File: config.mk
export PLATFORM = sky130hd
export DESIGN_NAME = bloom_filter_ctrl
export DESIGN_NICKNAME = d
export VERILOG_FILES = /design/src/rtl/bloom_pkg.sv /design/src/rtl/and_gate_condense.sv /design/src/rtl/bloom_filter_ctrl.sv
export SDC_FILE = /design/constraint.sdc
export NUM_CORES = 1
export LEC_CHECK = 0
export CORE_UTILIZATION = 25
export CTS_CLUSTER_SIZE = 20
export DETAILED_ROUTE_END_ITERATION = 16
export DONT_BUFFER_PORTS = 1
export PLACE_DENSITY = 0.44
export REMOVE_ABC_BUFFERS = 1
export SKIP_LAST_GASP = 1
export SYNTH_ARGS = -nofsm -noshare
export SYNTH_HDL_FRONTEND = slang
export SYNTH_SLANG_ARGS = --single-unit
File: constraint.sdc
create_clock -name clk -period 10.56 [get_ports clk]
set_input_delay 1.584 -clock clk [delete_from_list [all_inputs] [get_ports clk]]
set_output_delay 1.584 -clock clk [all_outputs]
set_load 0.05 [all_outputs]
File: src/rtl/bloom_pkg.sv
// bloom_pkg
// Shared definitions for the Bloom filter controller slice.
//   - controller state encodings (2-bit constants)
//   - request opcode constants (query / insert)
//   - idx_width(): counter/index width helper that never returns 0
package bloom_pkg;

    localparam logic [1:0] ST_IDLE  = 2'd0;
    localparam logic [1:0] ST_PROBE = 2'd1;
    localparam logic [1:0] ST_RESP  = 2'd2;
    localparam logic [1:0] ST_CLEAR = 2'd3;

    localparam logic OP_QUERY  = 1'b0;
    localparam logic OP_INSERT = 1'b1;

    // Width needed to address n items; a single item still needs one bit
    // so that counters never collapse to zero width.
    function automatic int idx_width(input int n);
        return (n > 1) ? $clog2(n) : 1;
    endfunction

endpackage

File: src/rtl/and_gate_condense.sv
// and_gate_condense
// Generic n-input AND reduction from the gate library.
// Ports:
//   a : n-bit input vector
//   y : 1 when every bit of a is 1
module and_gate_condense #(
    parameter int n = 4
) (
    input  logic [n-1:0] a,
    output logic         y
);

    assign y = &a;

endmodule

File: src/rtl/bloom_filter_ctrl.sv
// bloom_filter_ctrl
// Sequencing controller for a single-port Bloom filter bit array. Accepts
// query/insert requests carrying K hash indices, probes (and for inserts
// sets) one bit per cycle, then returns the AND of the probed bits as a
// membership verdict over a valid/ready response channel. Also owns clearing.
// Ports:
//   clk, rst      : clock, asynchronous active-high reset
//   req_valid/ready/op/idx : request channel (idx i at [i*IDX_W +: IDX_W])
//   clear         : level request to zero the filter
//   rsp_valid/ready/hit    : verdict channel (registered outputs)
//   busy          : controller not idle or a clear is pending
//   insert_count  : saturating count of accepted inserts since last clear
module bloom_filter_ctrl
    import bloom_pkg::*;
#(
    parameter int M     = 256,
    parameter int K     = 4,
    parameter int IDX_W = $clog2(M),
    parameter int CNT_W = 16
) (
    input  logic               clk,
    input  logic               rst,
    input  logic               req_valid,
    output logic               req_ready,
    input  logic               req_op,
    input  logic [K*IDX_W-1:0] req_idx,
    input  logic               clear,
    output logic               rsp_valid,
    input  logic               rsp_ready,
    output logic               rsp_hit,
    output logic               busy,
    output logic [CNT_W-1:0]   insert_count
);

    localparam int              CW    = idx_width(K);
    localparam logic [CW-1:0]   LAST  = CW'(K - 1);
    localparam logic [IDX_W:0]  M_LIM = (IDX_W + 1)'(M);

    logic [1:0]         state;
    logic [M-1:0]       bits;
    logic [K-1:0]       probe;
    logic [K-1:0]       probe_next;
    logic [CW-1:0]      cnt;
    logic               op;
    logic [K*IDX_W-1:0] idx;
    logic               clr_pend;
    logic [IDX_W-1:0]   cur_idx;
    logic               in_range;
    logic               probe_bit;
    logic               hit_next;

    assign cur_idx   = idx[int'(cnt)*IDX_W +: IDX_W];

    // Indices at or beyond M (possible when M is not a power of two)
    // read as 0 and are never written.
    assign in_range  = ({1'b0, cur_idx} < M_LIM);
    assign probe_bit = in_range && bits[cur_idx];

    // The verdict is reduced from the probe vector including the bit being
    // probed this cycle, so rsp_hit can be registered on the last probe edge.
    always_comb begin
        probe_next      = probe;
        probe_next[cnt] = probe_bit;
    end

    and_gate_condense #(.n(K)) u_reduce (
        .a (probe_next),
        .y (hit_next)
    );

    assign req_ready = (state == ST_IDLE) && !clear && !clr_pend;
    assign busy      = (state != ST_IDLE) || clr_pend;

    always_ff @(posedge clk or posedge rst) begin
        if (rst) begin
            state        <= ST_IDLE;
            bits         <= '0;
            probe        <= '0;
            cnt          <= '0;
            op           <= OP_QUERY;
            idx          <= '0;
            clr_pend     <= 1'b0;
            insert_count <= '0;
            rsp_valid    <= 1'b0;
            rsp_hit      <= 1'b0;
        end else begin
            case (state)
                ST_IDLE: begin
                    // clear wins over a simultaneous request
                    if (clear || clr_pend) begin
                        state <= ST_CLEAR;
                    end else if (req_valid) begin
                        op    <= req_op;
                        idx   <= req_idx;
                        probe <= '0;
                        cnt   <= '0;
                        state <= ST_PROBE;
                        if (req_op == OP_INSERT && insert_count != '1) begin
                            insert_count <= insert_count + 1'b1;
                        end
                    end
                end
                ST_PROBE: begin
                    // A write here is seen by the next probe, so duplicate
                    // indices within one insert read back as set.
                    probe <= probe_next;
                    if (op == OP_INSERT && in_range) begin
                        bits[cur_idx] <= 1'b1;
                    end
                    if (cnt == LAST) begin
                        state     <= ST_RESP;
                        rsp_valid <= 1'b1;
                        rsp_hit   <= hit_next;
                    end else begin
                        cnt <= cnt + 1'b1;
                    end
                    if (clear) begin
                        clr_pend <= 1'b1;
                    end
                end
                ST_RESP: begin
                    if (clear) begin
                        clr_pend <= 1'b1;
                    end
                    if (rsp_ready) begin
                        rsp_valid <= 1'b0;
                        state     <= clr_pend ? ST_CLEAR : ST_IDLE;
                    end
                end
                ST_CLEAR: begin
                    bits         <= '0;
                    insert_count <= '0;
                    clr_pend     <= 1'b0;
                    state        <= ST_IDLE;
                end
                default: begin
                    state <= ST_IDLE;
                end
            endcase
        end
    end

endmodule

==> results.json <==
{
  "outcome": "finished, final reports clean",
  "portBuffers": 0,
  "power_leakage_uw": 0.007593,
  "hold_end": "idx[10]",
  "post_drt_wl_per_cell_um": 20.24,
  "finalSetupViolations": 0,
  "cts_tree": "yes",
  "grt_pass1_vias": 11630,
  "vias": 11680,
  "rr_worst_depth": 10,
  "r2r_start": "cnt[1]",
  "max-slew-margin-rel": 0.1530,
  "num_rows": 88,
  "drive_gt1_frac": 0.08577,
  "drt_pre_antenna_iters": 5,
  "place.gp.congestion": 0.8067,
  "worst_slew_pin_slew_ns": 1.266,
  "antenna_cells": 0,
  "fin_crit_sh": 0.4679,
  "layout_common_cells": "320 x nor2_1, 315 x dfrtp_1, 273 x a21oi_1",
  "setup_tns_ns": 0,
  "clock_path_buffers": 3,
  "cp.required_ns": 11.05,
  "hold_path.class": "reg -> reg",
  "holdPathStages": 2,
  "path_max_fanout": 49,
  "total_power_uw": 5206,
  "cts-htree-levels": 2,
  "min-delay-start": "idx[10]",
  "final_common_cell": "nor2_1",
  "cts_root_buffer": "clkbuf_16",
  "r2r_setup_slack_ns": 5.62,
  "gr-total-overflow": 0,
  "dp_hpwl_um": 28270,
  "synth_area_um2": 14750,
  "synth_cells": 1592,
  "syn_avg_cell_area_um2": 9.268,
  "grt_most_used_layer": "met2",
  "maxSlewViolCount": 0,
  "grt_use_met2": 0.2490,
  "rsz0062_at_grt": "false",
  "globalRouteMet3Util": 0.03204,
  "cts_buffers": 38,
  "drc_errors": 0,
  "finalNonFillerCells": 2339,
  "post_cts_buffers": 0,
  "r2r_end": "probe[1]",
  "ir_drop_uv": 256.5,
  "synth_warnings": 0,
  "ys.flop_type": "dfrtp_1",
  "fin_ws_ns": 5.619,
  "max-cap-violations": 0,
  "synth_edf_count": 0,
  "place_ws_ns": 5.606,
  "antenna_found_initial": 0,
  "die_h_um": 244.9,
  "nets": 1592,
  "areaGrowthSynthToFinish_pct": 13.03,
  "drt-total-wl_um": 47350,
  "clock_latency_ns": 0.56,
  "numClockSinks": 315,
  "postCtsHoldBufs": 0,
  "fillers": 6079,
  "clock.fmax_mhz": 202.4,
  "use_met1": 0.2210,
  "synth-seq-area-share": 0.5343,
  "ys_ff_latch": 315,
  "multi_input_area_um2": 6267,
  "grt_first_pass_wirelength_um": 73460,
  "end_kind": "flop",
  "dp.cells": 2270,
  "path_clk_slew_ns": 0.06,
  "worstSetupStartpointType": "flop",
  "via_per_inst": 4.995,
  "post-route-min-period_ns": 4.941,
  "gr-usage-all-layers": 0.1590,
  "die_w_um": 244.9,
  "p_per_area_nw_per_um2": 312.1,
  "core-area_um2": 58030,
  "ios": 58,
  "cp_data_arrival_time_ns": 5.44,
  "drtIter0Drc": 1020,
  "drtAntennaViolNets": 0,
  "dieArea_um2": 59990,
  "worstSetupPathType": "reg -> reg",
  "ys_types": 62,
  "hold_viol": 0,
  "ctsResizeCount": 0,
  "initial_utilization": 0.2543,
  "seqCellArea_um2": 7883,
  "grt_max_degree": 239,
  "synth_async_sr_flop_share": 1.000,
  "clock-skew-final_ns": 0.02458
}
==> critical path, cell delays in order (launching register included) <==
cell and delay, ns:
dfrtp_1 0.92, mux4_4 0.86, buf_4 0.65, and2_1 0.23, a211oi_1 0.06, o32ai_2 0.34
a221oi_1 0.15, o211a_1 0.32, or4_4 0.55, nor4b_2 0.52, a32o_1 0.24
==> worst max-delay path by stage <==
stage | start | to | slack, ns | cells past startpoint
4_1_cts | cnt[1] | probe[2] | 5.58 | 10
3_3_place_gp | cnt[1] | probe[2] | 5.68 | 10
2_1_floorplan | state[1] | bits[0] | 0.16 | 4
3_5_place_dp | cnt[1] | probe[2] | 5.61 | 10
5_1_grt | cnt[1] | probe[1] | 5.36 | 10
6_report | cnt[1] | probe[1] | 5.62 | 10
==> metal layers <==
metal  up-vias  share of wire
li1       5369              -
met2       316           0.46
met3        65          0.053
met5         -              0
met1      5933           0.46
met4         0          0.023
==> cell usage after synthesis, types with 7 or more instances <==
cell	instances	area, µm²
inv_1	16	60.06
nor3_1	15	75.07
ha_1	9	112.6
buf_4	7	52.55
buf_6	12	135.1
and3_1	10	62.56
a21oi_1	274	1371
nand4_1	8	50.05
nor2b_1	9	56.30
dfrtp_1	315	7883
nand3_1	35	175.2
nand2b_1	8	50.05
clkbuf_1	81	304.0
a211oi_1	16	120.1
a2111oi_0	9	78.83
mux2i_1	68	680.7
a22oi_1	9	67.56
mux4_2	18	405.4
nand2_1	227	852.1
buf_2	10	50.05
nor2_1	320	1201
a31oi_1	7	43.79
mux2_2	9	101.4
o21ai_0	23	115.1
and2_1	8	50.05
==> layout make-up <==
cell class / instances / share of cell area
clock buffer: 50 / 0.06520
clock inverter: 19 / 0.01088
inverter: 17 / 0.004276
multi-input combinational: 1144 / 0.3758
sequential: 315 / 0.4727
tap: 765 / 0.05739
timing repair buffer: 29 / 0.01380
==> through the flow <==
stage | cell area [µm²] | hold WS (ns) | util
after global placement | 15410 | 0.4641 | 0.2655
after global routing | 16680 | 0.5090 | 0.2874
after floorplan | 14170 | 0.4403 | -
final | 16680 | 0.4746 | 0.2874
after CTS | 16680 | 0.4774 | 0.2874
after detailed placement | 15410 | 0.4591 | 0.2655
==> power breakdown <==
group | switching (µW) | leakage, µW | internal (µW)
Sequential | 160 | 0.00433 | 1370
Clock | 541 | 0.000630 | 799
Combinational | 1720 | 0.00263 | 618
==> cell families after synthesis <==
| kind of cell | count (synthesis) | synth area share |
|---|---|---|
| adder cells (fa/ha/maj) | 9 | 0.007632 |
| buffers and inverters | 133 | 0.04410 |
| XOR/XNOR | 5 | 0.002969 |
| AND/OR/NAND/NOR | 653 | 0.1813 |
| multiplexers | 96 | 0.08226 |
| AO/OA/AOI/OAI | 381 | 0.1475 |
| flip-flops | 315 | 0.5343 |
==> flip-flops by register name (all words and copies together), names as in the netlist, 2 cells and up <==
register and flops:
bits 256, idx 32, insert_count 16, probe 3, cnt 2, state 2
No activity file was read; power rests on OpenSTA's default activity.
